==> config.mk <==
export PLATFORM = sky130hd
export DESIGN_NAME = wb_decoder_n_flat
export DESIGN_NICKNAME = d
export VERILOG_FILES = /design/src/rtl/wb_decoder_n_if.sv /design/src/rtl/wb_decoder_n.sv /design/src/flat_wrapper.sv
export SDC_FILE = /design/constraint.sdc
export NUM_CORES = 1
export LEC_CHECK = 0
export CAP_MARGIN = 10
export CORE_AREA = 2 2 297 299
export CTS_BUF_LIST = sky130_fd_sc_hd__clkbuf_4 sky130_fd_sc_hd__clkbuf_8 sky130_fd_sc_hd__clkbuf_16
export DETAILED_ROUTE_END_ITERATION = 12
export DIE_AREA = 0 0 299 301
export PLACE_DENSITY = 0.37
export SLEW_MARGIN = 15
export SYNTH_ARGS = -nofsm -noshare
export SYNTH_HDL_FRONTEND = slang
export SYNTH_SLANG_ARGS = --single-unit
==> constraint.sdc <==
create_clock -name clk_i -period 3.4 [get_ports clk_i]
set_input_delay 0.68 -clock clk_i [delete_from_list [all_inputs] [get_ports clk_i]]
set_output_delay 0.68 -clock clk_i [all_outputs]
set_load 0.02 [all_outputs]
==> src/rtl/wb_decoder_n_if.sv <==
// Wishbone classic bus bundle between one CPU master and the decoder's slave fan-out.
// The decoder connects through the 'slave' modport (it is the slave of the CPU master
// and drives the per-port slave signals); the environment uses the 'master' modport.
interface wb_decoder_n_if #(
    parameter int AW     = 32,
    parameter int DW     = 32,
    parameter int NPORTS = 16
);
    // master side
    logic                   m_cyc_i;
    logic                   m_stb_i;
    logic                   m_we_i;
    logic [DW/8-1:0]        m_sel_i;
    logic [AW-1:0]          m_adr_i;
    logic [DW-1:0]          m_dat_i;
    logic [DW-1:0]          m_dat_o;
    logic                   m_ack_o;
    logic                   m_err_o;
    // slave side
    logic [NPORTS-1:0]      s_cyc_o;
    logic [NPORTS-1:0]      s_stb_o;
    logic                   s_we_o;
    logic [DW/8-1:0]        s_sel_o;
    logic [AW-1:0]          s_adr_o;
    logic [DW-1:0]          s_dat_o;
    logic [NPORTS*DW-1:0]   s_dat_i;
    logic [NPORTS-1:0]      s_ack_i;

    modport slave (
        input  m_cyc_i, m_stb_i, m_we_i, m_sel_i, m_adr_i, m_dat_i,
        output m_dat_o, m_ack_o, m_err_o,
        output s_cyc_o, s_stb_o, s_we_o, s_sel_o, s_adr_o, s_dat_o,
        input  s_dat_i, s_ack_i
    );

    modport master (
        output m_cyc_i, m_stb_i, m_we_i, m_sel_i, m_adr_i, m_dat_i,
        input  m_dat_o, m_ack_o, m_err_o,
        input  s_cyc_o, s_stb_o, s_we_o, s_sel_o, s_adr_o, s_dat_o,
        output s_dat_i, s_ack_i
    );
endinterface

==> src/rtl/wb_decoder_n.sv <==
// Parametrised Wishbone classic address decoder, one master to NPORTS slave ports.
// The port is chosen from m_adr_i[BASE +: log2(NPORTS)] and held for the whole cycle.
// Unpopulated ports terminate with m_err_o; the last error cause/address are latched.
// Optional watchdog: define WB_DECODE_TIMEOUT_EN to terminate stalled cycles after
// TIMEOUT cycles without ack (err_code_o = 10). Without it BUSY waits indefinitely.
module wb_decoder_n #(
    parameter int                AW        = 32,
    parameter int                DW        = 32,
    parameter int                NPORTS    = 16,
    parameter int                BASE      = 28,
    parameter logic [NPORTS-1:0] PORT_MASK = {NPORTS{1'b1}},
    parameter int                TIMEOUT   = 255
) (
    input  logic            clk_i,
    input  logic            rst_i,
    wb_decoder_n_if.slave   bus,
    output logic            err_irq_o,
    output logic [1:0]      err_code_o,
    output logic [AW-1:0]   err_adr_o
);
    localparam int PW = $clog2(NPORTS);

    typedef enum logic [1:0] {
        ST_IDLE = 2'd0,
        ST_BUSY = 2'd1,
        ST_ERR  = 2'd2
    } state_t;

    state_t             state_reg;
    state_t             state_next;
    logic [PW-1:0]      sel_reg;
    logic [PW-1:0]      decode;
    logic               req;
    logic               busy;
    logic               ack;
    logic               timeout_hit;
    logic               err_irq_reg;
    logic [1:0]         err_code_reg;
    logic [AW-1:0]      err_adr_reg;
    logic [DW-1:0]      port_dat [NPORTS];
    logic [NPORTS-1:0]  s_cyc_vec;
    logic [NPORTS-1:0]  s_stb_vec;

    assign decode = bus.m_adr_i[BASE +: PW];
    assign req    = bus.m_cyc_i & bus.m_stb_i;
    assign busy   = (state_reg == ST_BUSY);
    // only the selected port's ack can terminate; all others are ignored
    assign ack    = busy & bus.s_ack_i[sel_reg] & bus.m_stb_i;

    // unpack the flat slave read-data bus and build per-port cycle/strobe
    generate
        for (genvar gi = 0; gi < NPORTS; gi++) begin : g_port
            assign port_dat[gi]  = bus.s_dat_i[gi*DW +: DW];
            assign s_cyc_vec[gi] = busy & (sel_reg == PW'(gi)) & bus.m_cyc_i;
            assign s_stb_vec[gi] = busy & (sel_reg == PW'(gi)) & bus.m_stb_i;
        end
    endgenerate

`ifdef WB_DECODE_TIMEOUT_EN
    localparam int CW = $clog2(TIMEOUT + 1);
    logic [CW-1:0] cnt_reg;

    // ack has priority: a timeout only fires in a cycle with no ack
    assign timeout_hit = busy & bus.m_cyc_i & ~ack & (cnt_reg == CW'(TIMEOUT));

    // watchdog: cleared on entry to BUSY, counts unacked BUSY cycles, saturates
    always_ff @(posedge clk_i or negedge rst_i) begin
        if (!rst_i) begin
            cnt_reg <= '0;
        end else if (state_reg == ST_IDLE && req) begin
            cnt_reg <= '0;
        end else if (busy && !ack && cnt_reg != CW'(TIMEOUT)) begin
            cnt_reg <= cnt_reg + CW'(1);
        end
    end
`else
    assign timeout_hit = 1'b0;
`endif

    // state register
    always_ff @(posedge clk_i or negedge rst_i) begin
        if (!rst_i) begin
            state_reg <= ST_IDLE;
        end else begin
            state_reg <= state_next;
        end
    end

    // next-state logic
    always_comb begin
        state_next = state_reg;
        case (state_reg)
            ST_IDLE: begin
                if (req) begin
                    state_next = PORT_MASK[decode] ? ST_BUSY : ST_ERR;
                end
            end
            ST_BUSY: begin
                if (ack || !bus.m_cyc_i || timeout_hit) begin
                    state_next = ST_IDLE;
                end
            end
            ST_ERR:  state_next = ST_IDLE;
            default: state_next = ST_IDLE;
        endcase
    end

    // master-side outputs decoded from state and the held selection
    always_comb begin
        bus.m_ack_o = ack;
        bus.m_err_o = (state_reg == ST_ERR) | timeout_hit;
        bus.m_dat_o = busy ? port_dat[sel_reg] : '0;
    end

    assign bus.s_cyc_o = s_cyc_vec;
    assign bus.s_stb_o = s_stb_vec;

    // shared slave copies follow the master, forced low while reset is held
    assign bus.s_we_o  = rst_i & bus.m_we_i;
    assign bus.s_sel_o = rst_i ? bus.m_sel_i : '0;
    assign bus.s_adr_o = rst_i ? bus.m_adr_i : '0;
    assign bus.s_dat_o = rst_i ? bus.m_dat_i : '0;

    // port selection is captured only when a request leaves IDLE
    always_ff @(posedge clk_i or negedge rst_i) begin
        if (!rst_i) begin
            sel_reg <= '0;
        end else if (state_reg == ST_IDLE && req) begin
            sel_reg <= decode;
        end
    end

    // error cause/address latch, held until the next error
    always_ff @(posedge clk_i or negedge rst_i) begin
        if (!rst_i) begin
            err_code_reg <= 2'b00;
            err_adr_reg  <= '0;
        end else if (state_reg == ST_IDLE && req && !PORT_MASK[decode]) begin
            err_code_reg <= 2'b01;
            err_adr_reg  <= bus.m_adr_i;
        end else if (timeout_hit) begin
            err_code_reg <= 2'b10;
            err_adr_reg  <= bus.m_adr_i;
        end
    end

    // interrupt pulse one cycle after any bus error
    always_ff @(posedge clk_i or negedge rst_i) begin
        if (!rst_i) begin
            err_irq_reg <= 1'b0;
        end else begin
            err_irq_reg <= bus.m_err_o;
        end
    end

    assign err_irq_o  = err_irq_reg;
    assign err_code_o = err_code_reg;
    assign err_adr_o  = err_adr_reg;
endmodule

==> src/flat_wrapper.sv <==
// flat-port wrapper written by rule: the top's interface ports become plain ports
module wb_decoder_n_flat 
#(
    parameter int                AW        = 32,
    parameter int                DW        = 32,
    parameter int                NPORTS    = 16,
    parameter int                BASE      = 28,
    parameter logic [NPORTS-1:0] PORT_MASK = {NPORTS{1'b1}},
    parameter int                TIMEOUT   = 255
)
  (clk_i, rst_i, err_irq_o, err_code_o, err_adr_o, bus_m_cyc_i, bus_m_stb_i, bus_m_we_i, bus_m_sel_i, bus_m_adr_i, bus_m_dat_i, bus_m_dat_o, bus_m_ack_o, bus_m_err_o, bus_s_cyc_o, bus_s_stb_o, bus_s_we_o, bus_s_sel_o, bus_s_adr_o, bus_s_dat_o, bus_s_dat_i, bus_s_ack_i);
  wb_decoder_n_if #(.AW(AW), .DW(DW), .NPORTS(NPORTS)) bus_i ();
  input  logic clk_i;
  input  logic rst_i;
  output logic err_irq_o;
  output logic [1:0] err_code_o;
  output logic [AW-1:0] err_adr_o;
  input wire logic [$bits(bus_i.m_cyc_i)-1:0] bus_m_cyc_i;
  input wire logic [$bits(bus_i.m_stb_i)-1:0] bus_m_stb_i;
  input wire logic [$bits(bus_i.m_we_i)-1:0] bus_m_we_i;
  input wire logic [$bits(bus_i.m_sel_i)-1:0] bus_m_sel_i;
  input wire logic [$bits(bus_i.m_adr_i)-1:0] bus_m_adr_i;
  input wire logic [$bits(bus_i.m_dat_i)-1:0] bus_m_dat_i;
  output wire logic [$bits(bus_i.m_dat_o)-1:0] bus_m_dat_o;
  output wire logic [$bits(bus_i.m_ack_o)-1:0] bus_m_ack_o;
  output wire logic [$bits(bus_i.m_err_o)-1:0] bus_m_err_o;
  output wire logic [$bits(bus_i.s_cyc_o)-1:0] bus_s_cyc_o;
  output wire logic [$bits(bus_i.s_stb_o)-1:0] bus_s_stb_o;
  output wire logic [$bits(bus_i.s_we_o)-1:0] bus_s_we_o;
  output wire logic [$bits(bus_i.s_sel_o)-1:0] bus_s_sel_o;
  output wire logic [$bits(bus_i.s_adr_o)-1:0] bus_s_adr_o;
  output wire logic [$bits(bus_i.s_dat_o)-1:0] bus_s_dat_o;
  input wire logic [$bits(bus_i.s_dat_i)-1:0] bus_s_dat_i;
  input wire logic [$bits(bus_i.s_ack_i)-1:0] bus_s_ack_i;
  assign bus_i.m_cyc_i = bus_m_cyc_i;
  assign bus_i.m_stb_i = bus_m_stb_i;
  assign bus_i.m_we_i = bus_m_we_i;
  assign bus_i.m_sel_i = bus_m_sel_i;
  assign bus_i.m_adr_i = bus_m_adr_i;
  assign bus_i.m_dat_i = bus_m_dat_i;
  assign bus_m_dat_o = bus_i.m_dat_o;
  assign bus_m_ack_o = bus_i.m_ack_o;
  assign bus_m_err_o = bus_i.m_err_o;
  assign bus_s_cyc_o = bus_i.s_cyc_o;
  assign bus_s_stb_o = bus_i.s_stb_o;
  assign bus_s_we_o = bus_i.s_we_o;
  assign bus_s_sel_o = bus_i.s_sel_o;
  assign bus_s_adr_o = bus_i.s_adr_o;
  assign bus_s_dat_o = bus_i.s_dat_o;
  assign bus_i.s_dat_i = bus_s_dat_i;
  assign bus_i.s_ack_i = bus_s_ack_i;
  wb_decoder_n #(.AW(AW), .DW(DW), .NPORTS(NPORTS), .BASE(BASE), .PORT_MASK(PORT_MASK), .TIMEOUT(TIMEOUT)) u_core (.clk_i(clk_i), .rst_i(rst_i), .bus(bus_i), .err_irq_o(err_irq_o), .err_code_o(err_code_o), .err_adr_o(err_adr_o));
endmodule
==> results.json <==
{
  "status": "finished clean",
  "grt_max_degree": 38,
  "drive_gt1_frac": 0.173,
  "final_cell_mix": "726 x clkdlybuf4s50_1, 130 x mux4_2, 69 x and2_1",
  "regArea_sq_um": 136,
  "synthSimpleGateAreaFrac": 0.132,
  "tightest_slew_ns": 0.600,
  "cts_made_buffers": 3,
  "drt_wl_total_um": 56200,
  "start_util": 0.0615,
  "cp_num_buf_inv": 2,
  "end_kind": "primary output",
  "dp_cells": 2350,
  "tritoncts": "yes",
  "port_buffers": 734,
  "place_congestion": 1.01,
  "area_growth_pct": 169,
  "final_common_cell": "clkdlybuf4s50_1",
  "synthXorXnorAreaFrac": 0,
  "leakagePower_nw": 4.93,
  "syn-cell-area_sq_um": 5320,
  "postCtsHoldBufs": 0,
  "grt_pass1_vias": 8412,
  "crit_family": "buffers and inverters",
  "worst_path_largest_cell_delay_ns": 0.56,
  "yosysUniqueCellTypes": 22,
  "synth-seq-cells": 5,
  "rsz0062_at_grt": "no",
  "finalHoldViolations": 0,
  "fin_nets": 1801,
  "crit_path_start_kind": "primary input",
  "ys_warn_count": 0,
  "setup_tns_ns": 0,
  "nFillCells": 9626,
  "multiInputGateArea_sq_um": 4750,
  "clock_sinks": 5,
  "grtUsageTotal": 0.117,
  "crit_type": "in -> out",
  "comb_power_share": 0.908,
  "p_int_mw": 2.21,
  "drt_iter0_drc": 316,
  "crit_chain": "clkdlybuf4s50_1, mux4_2, mux2i_1, o22ai_1, clkdlybuf4s50_1",
  "final.setup_skew_ns": 0.00211,
  "die_h_um": 301,
  "dp_hpwl_um": 51000,
  "gr-total-overflow": 0,
  "maxSlewHeadroom": 0.599,
  "num_vias": 7598,
  "synth_cells": 462,
  "final_util": 0.166,
  "synth.mux.area_fraction": 0.688,
  "max_freq_ghz": 0.302,
  "clk_latency_ns": 0.23,
  "clkPwrFrac": 0.055,
  "largest_reg_flops": 4,
  "dr.pass1.iters": 4,
  "clock_path_buffers": 2,
  "root_buffer": "clkbuf_16",
  "crit_required_ns": 2.72,
  "crit_fanout": 1,
  "num_rows": 108,
  "synth_fa_ha_area_frac": 0,
  "antenna_found_initial": 23,
  "period_share": 0.974,
  "postRouteAntennaNets": 0,
  "drv_cap": 0,
  "dieArea_sq_um": 90000,
  "io_pins": 771,
  "synth_compound_area_frac": 0.0419,
  "die_width_um": 299,
  "p_sw_mw": 1.55,
  "crit_top_cell": "clkdlybuf4s50_1",
  "fin_cells": 2359,
  "crit_slowest_cell": "clkdlybuf4s50_1",
  "swShare": 0.413,
  "path_clk_slew_ns": 0.04,
  "grt_pass1_wl_um": 73000,
  "h-tree-depth": 1,
  "power_density_nw_per_um2": 262,
  "synth.avg_cell_area_sq_um": 11.5,
  "min_path_type": "in -> async",
  "synth_top_family_by_area": "multiplexers",
  "vias_per_cell": 3.22,
  "seqPwrFrac": 0.036,
  "reg2reg_slack_ns": 1.52,
  "post_cts_buffers": 0,
  "setup_viol": 0,
  "drv_slew": 0,
  "wl_per_cell_um": 23.8,
  "holdWs_ns": 0.375,
  "core_sq_um": 86500,
  "cp.arrival_ns": 2.63,
  "p_total_mw": 3.76,
  "yosysSeqAreaShare": 0.0235,
  "fin_crit_ns": 3.31,
  "drc": 0,
  "peakVddDrop_v": 0.000130
}
## Yosys cell counts
| library cell | number | area (sq um) |
|---|---|---|
| a21oi_1 | 1 | 5.00 |
| a22oi_1 | 1 | 7.51 |
| and2_1 | 69 | 432 |
| buf_2 | 27 | 135 |
| buf_4 | 37 | 278 |
| buf_6 | 12 | 135 |
| clkbuf_1 | 15 | 56.3 |
| conb_1 | 1 | 3.75 |
| dfrtp_1 | 5 | 125 |
| mux2_2 | 4 | 45.0 |
| mux2i_1 | 69 | 691 |
| mux4_2 | 130 | 2930 |
| nand2_1 | 3 | 11.3 |
| nand2b_1 | 2 | 12.5 |
| nand3_1 | 6 | 30.0 |
| nand3b_1 | 6 | 45.0 |
| nor2_1 | 34 | 128 |
| nor2b_1 | 3 | 18.8 |
| nor3b_1 | 1 | 7.51 |
| o21ai_0 | 2 | 10.0 |
| o22ai_1 | 32 | 200 |
| or3b_2 | 2 | 17.5 |
## final timing paths
| path | to | cells after the start | startpoint |
|---|---|---|---|
| worst min-delay path | u_core.sel_reg[3] | 1 | rst_i |
| min in group clk_i | u_core.state_reg[0] | 2 | u_core.state_reg[0] |
| worst max-delay path | bus_m_dat_o[24] | 5 | bus_s_dat_i[88] |
| worst min register to register | u_core.state_reg[0] | 2 | u_core.state_reg[0] |
| max in group asynchronous | u_core.sel_reg[1] | 2 | rst_i |
| worst max register to register | u_core.state_reg[0] | 4 | u_core.sel_reg[3] |
## stage by stage
step / area (sq um) / worst slack [ns]
final: 14300 / 0.0880
after global routing: 14300 / 0.00210
after CTS: 14300 / 0.0320
after detailed placement: 14200 / -0.0696
after global placement: 14200 / -0.110
after floorplan: 5450 / 1.12
## what timing repair did
item | CTS | global route
resized for setup | 4 | 2
endpoints found under the setup margin | 2 | 2
cloned | 0 | 0
## power groups by stage
| stage | Combinational, mW | Clock [mW] | Sequential [mW] |
|---|---|---|---|
| 2_1_floorplan | 1.81 | 0 | 0.0785 |
| 3_3_place_gp | 3.47 | 0 | 0.140 |
| 3_5_place_dp | 3.46 | 0 | 0.139 |
| 4_1_cts | 3.48 | 0.215 | 0.138 |
| 5_1_grt | 3.64 | 0.220 | 0.141 |
| 6_report | 3.41 | 0.208 | 0.137 |
## worst reg2reg max path, cell delays in order (launching register included)
cell and delay [ns]:
dfrtp_4 0.79, mux4_2 0.43, mux2i_1 0.22, nor2_1 0.07, nor3b_1 0.25
## cell families (layout without fill, tap and decap cells)
logic type             Yosys count  count (layout)
AO/OA/AOI/OAI                   36              36
buffers and inverters           91             793
flip-flops                       5               5
multiplexers                   203             203
other                            1              41
AND/OR/NAND/NOR                126             126
## metal layers
metal | vias up | track usage | part of all wire
li1 | 3298 | - | -
met1 | 3688 | 0.135 | 0.38
met2 | 538 | 0.208 | 0.49
met3 | 56 | 0.0449 | 0.11
met4 | 18 | 0.0174 | 0.017
met5 | - | 0 | 0.0021
## final cells by class
class	instances	share of cell area
clock buffers	4	0.00576
repair buffers	789	0.551
well taps	1155	0.101
diodes	5	0.000873
multi-input cells	401	0.332
flip-flops and latches	5	0.00951
(Power assumes the default switching activity.)
